## src/rtl/fp16_dot_feeder_if.sv

```systemverilog
`default_nettype none
`timescale 1ns/1ps
// ============================================================================
// Module      : fp16_dot_feeder_if
// Description : Job, operand, MAC and result signals of the FP16 dot feeder.
// Revision    : 1.0 - initial release
// ============================================================================
interface fp16_dot_feeder_if #(
    parameter int LEN_W = 8
);
    logic             start;
    logic [LEN_W-1:0] len;
    logic             busy;
    logic             in_valid;
    logic [15:0]      in_a;
    logic [15:0]      in_b;
    logic             in_ready;
    logic [15:0]      mac_a;
    logic [15:0]      mac_b;
    logic             mac_clr;
    logic [15:0]      mac_result;
    logic             out_valid;
    logic [15:0]      out_data;
    logic             out_ready;

    // Environment side: job source, operand source, MAC and result sink.
    modport master (
        output start, len, in_valid, in_a, in_b, mac_result, out_ready,
        input  busy, in_ready, mac_a, mac_b, mac_clr, out_valid, out_data
    );

    modport slave (
        input  start, len, in_valid, in_a, in_b, mac_result, out_ready,
        output busy, in_ready, mac_a, mac_b, mac_clr, out_valid, out_data
    );
endinterface
`default_nettype wire

```

## src/rtl/fp16_dot_feeder.sv

```systemverilog
`default_nettype none
`timescale 1ns/1ps
// ============================================================================
// Module      : fp16_dot_feeder
// Description : Buffers a job of FP16 operand pairs and sequences them to MAC.
// Revision    : 1.0 - initial release
// ============================================================================
module fp16_dot_feeder #(
    parameter int LEN_W   = 8,
    parameter int DEPTH   = 4,
    parameter int MAC_LAT = 2
) (
    input  wire logic         clk,
    input  wire logic         reset,
    fp16_dot_feeder_if.slave  bus
);
    localparam int AW = $clog2(DEPTH);
    localparam int DW = (MAC_LAT > 1) ? $clog2(MAC_LAT) : 1;
    localparam logic [AW:0]   c_depth      = (AW+1)'(DEPTH);
    localparam logic [DW-1:0] c_drain_last = DW'(MAC_LAT - 1);

    typedef enum logic [2:0] {
        S_IDLE  = 3'd0,
        S_CLEAR = 3'd1,
        S_FEED  = 3'd2,
        S_DRAIN = 3'd3,
        S_DONE  = 3'd4
    } state_t;

    state_t            r_state;
    state_t            w_next;

    logic [LEN_W-1:0]  r_len;
    logic [LEN_W-1:0]  r_acc_cnt;
    logic [LEN_W-1:0]  r_fed_cnt;
    logic [DW-1:0]     r_drain_cnt;

    logic [15:0]       r_mem_a [DEPTH];
    logic [15:0]       r_mem_b [DEPTH];
    logic [AW-1:0]     r_wr_ptr;
    logic [AW-1:0]     r_rd_ptr;
    logic [AW:0]       r_count;

    logic [15:0]       r_mac_a;
    logic [15:0]       r_mac_b;
    logic              r_mac_clr;
    logic [15:0]       r_out_data;

    logic              w_full;
    logic              w_empty;
    logic              w_in_ready;
    logic              w_push;
    logic              w_pop;
    logic              w_last_feed;
    logic              w_drain_done;
    logic              w_zero_job;

    assign w_full       = (r_count == c_depth);
    assign w_empty      = (r_count == '0);
    // Pairs beyond the job length stay upstream for the next job.
    assign w_in_ready   = ((r_state == S_CLEAR) || (r_state == S_FEED)) &&
                          !w_full && (r_acc_cnt < r_len);
    assign w_push       = bus.in_valid && w_in_ready;
    assign w_pop        = (r_state == S_FEED) && !w_empty;
    assign w_last_feed  = ((r_fed_cnt + 1'b1) == r_len);
    assign w_drain_done = (r_drain_cnt == c_drain_last);
    assign w_zero_job   = (r_state == S_IDLE) && bus.start && (bus.len == '0);

    always_comb begin
        w_next = r_state;
        case (r_state)
            S_IDLE: begin
                if (bus.start) begin
                    w_next = (bus.len == '0) ? S_DONE : S_CLEAR;
                end
            end
            S_CLEAR: w_next = S_FEED;
            S_FEED: begin
                if (w_pop && w_last_feed) begin
                    w_next = S_DRAIN;
                end
            end
            S_DRAIN: begin
                if (w_drain_done) begin
                    w_next = S_DONE;
                end
            end
            S_DONE: begin
                if (bus.out_ready) begin
                    w_next = S_IDLE;
                end
            end
            default: w_next = S_IDLE;
        endcase
    end

    always_ff @(posedge clk) begin
        if (reset) begin
            r_state <= S_IDLE;
        end else begin
            r_state <= w_next;
        end
    end

    always_ff @(posedge clk) begin
        if (reset) begin
            r_len       <= '0;
            r_acc_cnt   <= '0;
            r_fed_cnt   <= '0;
            r_drain_cnt <= '0;
        end else begin
            if (r_state == S_IDLE) begin
                r_acc_cnt <= '0;
                r_fed_cnt <= '0;
                if (bus.start) begin
                    r_len <= bus.len;
                end
            end else begin
                if (w_push) begin
                    r_acc_cnt <= r_acc_cnt + 1'b1;
                end
                if (w_pop) begin
                    r_fed_cnt <= r_fed_cnt + 1'b1;
                end
            end
            r_drain_cnt <= (r_state == S_DRAIN) ? r_drain_cnt + 1'b1 : '0;
        end
    end

    // Pointers wrap naturally because DEPTH is a power of two.
    always_ff @(posedge clk) begin
        if (reset) begin
            r_wr_ptr <= '0;
            r_rd_ptr <= '0;
            r_count  <= '0;
        end else begin
            if (w_push) begin
                r_wr_ptr <= r_wr_ptr + 1'b1;
            end
            if (w_pop) begin
                r_rd_ptr <= r_rd_ptr + 1'b1;
            end
            case ({w_push, w_pop})
                2'b10:   r_count <= r_count + 1'b1;
                2'b01:   r_count <= r_count - 1'b1;
                default: r_count <= r_count;
            endcase
        end
    end

    always_ff @(posedge clk) begin
        if (w_push) begin
            r_mem_a[r_wr_ptr] <= bus.in_a;
            r_mem_b[r_wr_ptr] <= bus.in_b;
        end
    end

    // Non-pop cycles present +0 operands so the accumulator is unchanged.
    always_ff @(posedge clk) begin
        if (reset) begin
            r_mac_a    <= 16'h0000;
            r_mac_b    <= 16'h0000;
            r_mac_clr  <= 1'b0;
            r_out_data <= 16'h0000;
        end else begin
            r_mac_clr <= (w_next == S_CLEAR);
            r_mac_a   <= w_pop ? r_mem_a[r_rd_ptr] : 16'h0000;
            r_mac_b   <= w_pop ? r_mem_b[r_rd_ptr] : 16'h0000;
            if (w_zero_job) begin
                r_out_data <= 16'h0000;
            end else if ((r_state == S_DRAIN) && w_drain_done) begin
                r_out_data <= bus.mac_result;
            end
        end
    end

    assign bus.busy      = (r_state != S_IDLE);
    assign bus.in_ready  = w_in_ready;
    assign bus.mac_a     = r_mac_a;
    assign bus.mac_b     = r_mac_b;
    assign bus.mac_clr   = r_mac_clr;
    assign bus.out_valid = (r_state == S_DONE);
    assign bus.out_data  = r_out_data;
endmodule
`default_nettype wire

```

## src/flat_wrapper.sv

```systemverilog
// flat-port wrapper written by rule: the top's interface ports become plain ports
module fp16_dot_feeder_flat 
#(
    parameter int LEN_W   = 8,
    parameter int DEPTH   = 4,
    parameter int MAC_LAT = 2
)
  (clk, reset, bus_start, bus_len, bus_in_valid, bus_in_a, bus_in_b, bus_mac_result, bus_out_ready, bus_busy, bus_in_ready, bus_mac_a, bus_mac_b, bus_mac_clr, bus_out_valid, bus_out_data);
  fp16_dot_feeder_if #(.LEN_W(LEN_W)) bus_i ();
  input  wire logic clk;
  input  wire logic reset;
  input wire logic [$bits(bus_i.start)-1:0] bus_start;
  input wire logic [$bits(bus_i.len)-1:0] bus_len;
  input wire logic [$bits(bus_i.in_valid)-1:0] bus_in_valid;
  input wire logic [$bits(bus_i.in_a)-1:0] bus_in_a;
  input wire logic [$bits(bus_i.in_b)-1:0] bus_in_b;
  input wire logic [$bits(bus_i.mac_result)-1:0] bus_mac_result;
  input wire logic [$bits(bus_i.out_ready)-1:0] bus_out_ready;
  output wire logic [$bits(bus_i.busy)-1:0] bus_busy;
  output wire logic [$bits(bus_i.in_ready)-1:0] bus_in_ready;
  output wire logic [$bits(bus_i.mac_a)-1:0] bus_mac_a;
  output wire logic [$bits(bus_i.mac_b)-1:0] bus_mac_b;
  output wire logic [$bits(bus_i.mac_clr)-1:0] bus_mac_clr;
  output wire logic [$bits(bus_i.out_valid)-1:0] bus_out_valid;
  output wire logic [$bits(bus_i.out_data)-1:0] bus_out_data;
  assign bus_i.start = bus_start;
  assign bus_i.len = bus_len;
  assign bus_i.in_valid = bus_in_valid;
  assign bus_i.in_a = bus_in_a;
  assign bus_i.in_b = bus_in_b;
  assign bus_i.mac_result = bus_mac_result;
  assign bus_i.out_ready = bus_out_ready;
  assign bus_busy = bus_i.busy;
  assign bus_in_ready = bus_i.in_ready;
  assign bus_mac_a = bus_i.mac_a;
  assign bus_mac_b = bus_i.mac_b;
  assign bus_mac_clr = bus_i.mac_clr;
  assign bus_out_valid = bus_i.out_valid;
  assign bus_out_data = bus_i.out_data;
  fp16_dot_feeder #(.LEN_W(LEN_W), .DEPTH(DEPTH), .MAC_LAT(MAC_LAT)) u_core (.clk(clk), .reset(reset), .bus(bus_i));
endmodule
```

## config.mk

```make
export PLATFORM = sky130hd
export DESIGN_NAME = fp16_dot_feeder_flat
export DESIGN_NICKNAME = d
export VERILOG_FILES = /design/src/rtl/fp16_dot_feeder_if.sv /design/src/rtl/fp16_dot_feeder.sv /design/src/flat_wrapper.sv
export SDC_FILE = /design/constraint.sdc
export NUM_CORES = 1
export LEC_CHECK = 0
export ABC_AREA = 1
export ABC_CLOCK_PERIOD_IN_PS = 2800
export CAP_MARGIN = 0
export CORE_MARGIN = 10
export CORE_UTILIZATION = 49
export CTS_CLUSTER_DIAMETER = 80
export DETAILED_ROUTE_END_ITERATION = 10
export PLACE_DENSITY = 0.75
export SYNTH_ARGS = -nofsm -noshare
export SYNTH_HDL_FRONTEND = slang
export SYNTH_SLANG_ARGS = --single-unit
```

## constraint.sdc

```tcl
create_clock -name clk -period 2.8 [get_ports clk]
set_input_delay 0.42 -clock clk [delete_from_list [all_inputs] [get_ports clk]]
set_output_delay 0.42 -clock clk [all_outputs]
set_load 0.02 [all_outputs]
```

==> flow_metrics.tcl, run 1 <==
set metrics [dict create \
    cp_data_arrival_time_ps 1950 \
    layout.cells.non_filler 1133 \
    number_of_search_and_repair_iterations_in_the_first_detailed_routing_pass 6 \
    syn-cell-area_mm2 0.00825 \
    die-area_mm2 0.0224 \
    vias 5838 \
    ys.flop_type "sky130_fd_sc_hd__edfxtp_1" \
    post_cts.resized_instances 0 \
    grt_overflow 0 \
    insertion_delay_ps 510 \
    critPathSlowestCell "sky130_fd_sc_hd__dfxtp_1" \
    worst-slew-pin-transition_ps 939 \
    yosys.cell_types.count 34 \
    cts_tree "done" \
    placement_rows 47 \
    fillCellCount 1276 \
    dp_hpwl_mm 11.3 \
    criticalPathCategory "reg -> out" \
    dr.first_iter.drc_count 371 \
    reg2reg_setup_slack_ps 460 \
    fmax_mhz 421 \
    final_antenna_net_count 0 \
    totalPowerFinal_w 0.00745 \
    postCtsHoldBufs 0 \
    drc_errors 0 \
    gpl.final_weighted_congestion 0.851 \
    power.density_mw_per_mm2 706 \
    die_y_um 150 \
    timing.final.crit_share 0.848 \
    number_of_cells_on_the_worst_hold_path 1 \
    total_leakage_power_nw 3.79 \
    total_routed_wirelength_mm 18.2 \
    r2r_end "u_core.r_count[2]" \
    layout.nets 973 \
    synth_seq_area_share 0.669 \
    synth_compound_gate_area_share 0.106 \
    flow.area_growth_from_synthesis_pct 27.8 \
    route.detailed.vias_per_inst 5.15 \
    clkSlewWorstSetupHoldPaths_ps 60 \
    global_route_wire_length_before_repair_mm 28.8 \
    rr_worst_depth 13 \
    wl_per_cell_um 16.1 \
    synthArstFlopShare 0 \
    hold_path_start "u_core.r_count[0]" \
    io_buffers 112 \
    cts_htree_levels 1 \
    area.sequential_mm2 0.00553 \
    power_frac_seq 0.461 \
    power.net_switching_w 0.00159 \
    min_path_type "reg -> reg" \
    syn-instance-count 783 \
    hold-path-endpoint "u_core.r_count[0]" \
    grt_setup_unrepaired "false" \
    ir_drop_mv 0.429 \
    dp_cells 1093 \
    post_synth_mux_area_share 0 \
    worstPathCellList "inv_1 > ha_1 > a21oi_1 > o21a_1 > and3_1 > dlymetal6s2s_1" \
    total_of_endpoints_with_negative_setup_slack_in_the_final_report 0 \
    floorplan.die.width_um 150 \
    final.setup.tns_ps 0 \
    clock_path_buffers 3 \
    timing_hold_violations_final 0 \
    clock_power_frac 0.465 \
    coreArea_mm2 0.0165 \
    cap_viol_max_count 0 \
    multi_input_area_mm2 0.00241 \
    worst_setup_sp_type "register" \
    starting_density 0.500 \
    timing.critical_path.to_type "output pin" \
    postCtsSetupRepairBufs 0 \
    simple_gate_share_of_the_synthesized_area 0.149 \
    grt.total_usage 0.158 \
    syn_area_per_cell_um2 10.5 \
    clock_skews_ps 20.1 \
    yosys.area_share.adder 0.0236 \
    synth_seq_cells 212 \
    number_of_global_route_vias_before_repair 5798 \
    post_route_cells_drive_above_1_share 0.0800 \
    reg2reg_from "u_core.r_len[7]" \
    cts-buffers-inserted 22 \
    clock-root-buffer "sky130_fd_sc_hd__clkbuf_16" \
    comb_power_share 0.074 \
    slowest_delay_ps 330 \
    synth.net_count 859 \
    critical_path_peak_fanout 3 \
    grt_max_degree 66 \
    io_pins 113 \
    largest_family_of_logic_cells_by_synthesized_area "simple AND/OR/NAND/NOR gates" \
    cp.required_ps 2380 \
    maxSlewHeadroom 0.374 \
    synth_warnings 0 \
    cts_num_sinks 212 \
    synth_xor_xnor_area_share 0.00955 \
    n_antenna_cell 0 \
    run_status "completed" \
    synth_enable_flop_cells 128 \
    finalMaxSlewViolations 0 \
    antenna_found_initial 0 \
    p_sw_frac 0.213 \
    cell_internal_pwr_w 0.00586 \
    post-route-min-period_ps 2370 \
]
[stage by stage]
| step | area (um^2) | hold slack (ps) | worst slack, ps | util |
|---|---|---|---|---|
| final | 10600 | 449 | 426 | 0.639 |
| after global routing | 10600 | 475 | 202 | 0.639 |
| after CTS | 10600 | 452 | 13.7 | 0.638 |
| after detailed placement | 9660 | 444 | 482 | 0.585 |
| after global placement | 9660 | 433 | 548 | 0.585 |
| after floorplan | 8250 | 422 | -263 | - |
[how the worst max path moves through the flow]
| stage | from | slack (ps) | end |
|---|---|---|---|
| after floorplan | u_core.r_len[7] | -260 | u_core.r_mem_a[0][0] |
| after global placement | bus_in_valid | 550 | u_core.r_count[2] |
| after detailed placement | bus_in_valid | 480 | u_core.r_count[2] |
| after CTS | u_core.r_len[7] | 10 | bus_in_ready |
| after global routing | u_core.r_len[7] | 200 | u_core.r_count[2] |
| final | u_core.r_len[7] | 430 | bus_in_ready |
[layer usage]
metal / up-vias / GRT usage / routed length, um
met5: - / 0 / 0
met3: 34 / 0.0543 / 1500
met2: 149 / 0.274 / 9020
met4: 0 / 0.0437 / 373
li1: 2892 / - / -
met1: 2763 / 0.182 / 7330
[final cells by class]
class | instances | share of cell area
timing repair buffer | 124 | 0.120
multi-input combinational | 487 | 0.228
inverter | 50 | 0.0179
sequential | 212 | 0.524
tap | 220 | 0.0261
clock buffer | 25 | 0.0551
clock inverter | 15 | 0.0293
[placed cells by master (no fill, tap or decap), types with 2 or more instances in the layout]
cell type	Yosys	layout
sky130_fd_sc_hd__clkinv_8	0	2
sky130_fd_sc_hd__clkdlybuf4s50_1	0	111
sky130_fd_sc_hd__dfxtp_1	84	83
sky130_fd_sc_hd__nand2_2	3	3
sky130_fd_sc_hd__nor2_2	3	3
sky130_fd_sc_hd__bufinv_16	0	8
sky130_fd_sc_hd__nand4_1	6	6
sky130_fd_sc_hd__xor2_1	5	5
sky130_fd_sc_hd__buf_12	0	4
sky130_fd_sc_hd__nor3_1	2	2
sky130_fd_sc_hd__edfxtp_1	128	128
sky130_fd_sc_hd__inv_2	2	2
sky130_fd_sc_hd__clkbuf_16	0	22
sky130_fd_sc_hd__buf_4	0	8
sky130_fd_sc_hd__ha_1	14	14
sky130_fd_sc_hd__clkbuf_8	0	2
sky130_fd_sc_hd__xnor2_1	4	4
sky130_fd_sc_hd__nand2_1	74	74
sky130_fd_sc_hd__nor2_4	3	7
sky130_fd_sc_hd__o21ai_0	86	86
sky130_fd_sc_hd__a21oi_1	80	80
sky130_fd_sc_hd__nand3_1	33	33
sky130_fd_sc_hd__o21ai_1	2	2
sky130_fd_sc_hd__nand3_2	2	2
sky130_fd_sc_hd__clkinvlp_4	0	3
sky130_fd_sc_hd__clkinv_2	1	2
sky130_fd_sc_hd__nor2_1	162	158
sky130_fd_sc_hd__inv_1	46	46
[logic make-up after synthesis]
family          Yosys count
compound gates          172
flops                   212
buf+inv                  84
fa+ha+maj                15
xor+xnor                  9
simple gates            291
[synth_stat cells, types with 2 or more instances]
cell type,count,area (um^2)
sky130_fd_sc_hd__buf_6,2,22.5
sky130_fd_sc_hd__xor2_1,5,43.8
sky130_fd_sc_hd__nand3_1,33,165
sky130_fd_sc_hd__a21oi_1,80,400
sky130_fd_sc_hd__ha_1,14,175
sky130_fd_sc_hd__buf_1,2,7.51
sky130_fd_sc_hd__inv_2,2,7.51
sky130_fd_sc_hd__nor2_2,3,18.8
sky130_fd_sc_hd__xnor2_1,4,35.0
sky130_fd_sc_hd__edfxtp_1,128,3840
sky130_fd_sc_hd__nand3_2,2,20.0
sky130_fd_sc_hd__nand2_2,3,18.8
sky130_fd_sc_hd__o21ai_0,86,430
sky130_fd_sc_hd__buf_2,15,75.1
sky130_fd_sc_hd__dfxtp_1,84,1680
sky130_fd_sc_hd__inv_1,46,173
sky130_fd_sc_hd__clkbuf_1,14,52.6
sky130_fd_sc_hd__o21ai_1,2,10.0
sky130_fd_sc_hd__nor2_1,162,608
sky130_fd_sc_hd__nand2_1,74,278
sky130_fd_sc_hd__nor2_4,3,33.8
sky130_fd_sc_hd__nand4_1,6,37.5
sky130_fd_sc_hd__nor3_1,2,10.0
[power groups by stage]
stage	Clock, W	Combinational, W	Sequential (W)
final	0.00347	0.000549	0.00343
after global routing	0.00365	0.000612	0.00344
after CTS	0.00352	0.000555	0.00343
after detailed placement	0	0.000550	0.00350
after global placement	0	0.000538	0.00350
after floorplan	0	0.000300	0.00351
[worst max-delay path: cells and delay by family (launching register included)]
family | cells | cell delay (ps)
buffers and inverters | 2 | 290
adder cells (fa/ha/maj) | 1 | 290
AO/OA/AOI/OAI | 2 | 360
flip-flops | 1 | 330
AND/OR/NAND/NOR | 1 | 180
[sequential cells by signal, summed over array words and instances, names as in the netlist]
name,count
u_core.bus.mac_a,16
u_core.bus.mac_b,16
u_core.bus.mac_clr,1
u_core.bus.out_data,16
u_core.r_acc_cnt,8
u_core.r_count,3
u_core.r_drain_cnt,1
u_core.r_fed_cnt,8
u_core.r_len,8
u_core.r_mem_a,64
u_core.r_mem_b,64
u_core.r_rd_ptr,2
u_core.r_state,3
u_core.r_wr_ptr,2
Note: power is estimated with default switching activity, not from simulation.
==> run 2: changes to the inputs <==
- ABC_CLOCK_PERIOD_IN_PS: 2800 -> 2000
- clock period: 2.8 -> 2 ns (I/O delays scaled with it)
==> run 2 against run 1 <==
  * Clock power rose by 18%
  * Die area stayed put
  * First-iteration DRC count is 15% higher
  * The run now ends with negative setup slack left
  * Hold slack got worse by 69 ps
  * Highest routed layer unchanged
  * Combinational power increased by 75%
  * Final area grew 5.0%
  * Utilization rose by 3.2 points
  * Via count grew 3.9%
  * Largest cell class unchanged
  * Setup slack worse by 610 ps
  * Register-to-register slack worse by 640 ps
==> flow_metrics.tcl, run 2 (synthesized netlist as in run 1, its figures left out) <==
set metrics [dict create \
    grt_setup_unrepaired "true" \
    clock-root-buffer "sky130_fd_sc_hd__clkbuf_16" \
    reg2reg_from "u_core.r_len[7]" \
    post_route_cells_drive_above_1_share 0.155 \
    layout.nets 1020 \
    worstPathCellList "inv_2 > ha_4 > nand2_4 > o21a_1 > buf_6 > nand4_4 > ha_4 > inv_2 > fa_2 > a21oi_2 > o21ai_2 > o21ai_1 > a21oi_1" \
    multi_input_area_mm2 0.00253 \
    worst-slew-pin-transition_ps 405 \
    worst_setup_sp_type "register" \
    layout_top_registers "u_core.r_mem_a: 64 flops, u_core.r_mem_b: 64 flops" \
    grt_max_degree 53 \
    hold_path_start "bus_mac_result[7]" \
    number_of_search_and_repair_iterations_in_the_first_detailed_routing_pass 5 \
    number_of_global_route_vias_before_repair 6010 \
    drc_errors 0 \
    io_pins 113 \
    dp_cells 1124 \
    die_y_um 150 \
    final_core_utilization 0.671 \
    critical_path.startpoint "u_core.r_len[7]" \
    final.setup.worst_slack_ps -179 \
    gpl.final_weighted_congestion 0.843 \
    area.sequential_mm2 0.00554 \
    cp.required_ps 2380 \
    maxSlewHeadroom 0.727 \
    placement_rows 47 \
    antenna_found_initial 1 \
    fillCellCount 1186 \
    layout.cells.non_filler 1181 \
    cts_htree_levels 1 \
    min_path_type "in -> reg" \
    clock_skews_ps 20.3 \
    starting_density 0.500 \
    floorplan.die.width_um 150 \
    global_route_wire_length_before_repair_mm 29.6 \
    totalPowerFinal_w 0.00989 \
    ir_drop_mv 0.934 \
    timing_hold_violations_final 0 \
    cap_viol_max_count 0 \
    cts_tree "done" \
    mostFrequentLayoutCell "sky130_fd_sc_hd__nor2_1" \
    postCtsHoldBufs 0 \
    dr.first_iter.drc_count 426 \
    run_status "finished, violations left" \
    finalMaxSlewViolations 0 \
    clock_path_buffers 3 \
    coreArea_mm2 0.0165 \
    die-area_mm2 0.0224 \
    grt_overflow 0 \
    violated_checks "negative setup slack" \
    flow.area_growth_from_synthesis_pct 34.3 \
    total_leakage_power_nw 4.03 \
    insertion_delay_ps 510 \
    timing.critical_path.to_type "register" \
    critPathSlowestCell "sky130_fd_sc_hd__fa_2" \
    power.density_mw_per_mm2 892 \
    cts_num_sinks 212 \
    slowest_delay_ps 350 \
    vias 6064 \
    final.setup.tns_ps -11710 \
    final_antenna_net_count 0 \
    dp_hpwl_mm 12.4 \
    criticalPathCategory "reg -> reg" \
    total_routed_wirelength_mm 19.2 \
    critical_path_buf_inv_count 3 \
    crit_path_max_delay_family "adder cells" \
    cp_data_arrival_time_ps 2560 \
    cts-buffers-inserted 22 \
    io_buffers 112 \
    total_of_endpoints_with_negative_setup_slack_in_the_final_report 130 \
    timing.final.crit_share 1.09 \
    most-common-layout-cells "sky130_fd_sc_hd__nor2_1, sky130_fd_sc_hd__edfxtp_1, sky130_fd_sc_hd__clkdlybuf4s50_1" \
    route.detailed.vias_per_inst 5.13 \
    wl_per_cell_um 16.3 \
    critical_path_peak_fanout 3 \
    grt.total_usage 0.161 \
    fmax_mhz 459 \
    clkSlewWorstSetupHoldPaths_ps 60 \
    post-route-min-period_ps 2180 \
]
[run 2: per-layer routing]
metal,GRT usage,vias to the layer above,part of all wire
li1,-,2993,-
met5,0,-,0
met1,0.190,2819,0.40
met3,0.0546,34,0.092
met4,0.0428,0,0.026
met2,0.277,218,0.49
[run 2: worst min-delay path: stages]
cell                              delay [ps]
sky130_fd_sc_hd__clkdlybuf4s50_1         390
sky130_fd_sc_hd__nand3_1                  80
sky130_fd_sc_hd__a21oi_1                  60
[run 2: worst paths after layout]
path	depth (start not counted)	endpoint	slack, ps
worst max-delay path	13	u_core.r_count[2]	-180
worst min-delay path	3	u_core.bus.out_data[7]	380
worst max register to register	13	u_core.r_count[2]	-180
worst min register to register	1	u_core.r_count[0]	450
[run 2: power breakdown]
| group | total, W | internal, W | switching, W |
|---|---|---|---|
| combinational | 0.000961 | 0.000431 | 0.000529 |
| clock | 0.00410 | 0.00249 | 0.00161 |
| sequential | 0.00482 | 0.00477 | 0.0000544 |
[run 2: cell type report]
class | instances | share of cell area
flip-flops and latches | 212 | 0.500
multi-input cells | 487 | 0.228
repair buffers | 171 | 0.164
clock buffers | 30 | 0.0542
well taps | 220 | 0.0248
inverters | 50 | 0.0170
clock inverters | 10 | 0.0120
diodes | 1 | 0.000226
[run 2: stage by stage]
stage          cell area [um^2]  setup WS [ps]  hold WS (ps)
6_report                  11100           -179           379
4_1_cts                   10800           -144           359
3_3_place_gp              10000          -41.7           438
2_1_floorplan              8380           -193           369
3_5_place_dp              10000           -107           445
5_1_grt                   11100           -301           389
[run 2: repair_timing]
item                       in CTS  in global routing
gates cloned                    0                  8
gates resized for setup        11                 19
buffers inserted                1                  7
setup endpoints to repair     133                132
pin swaps                       7                  7
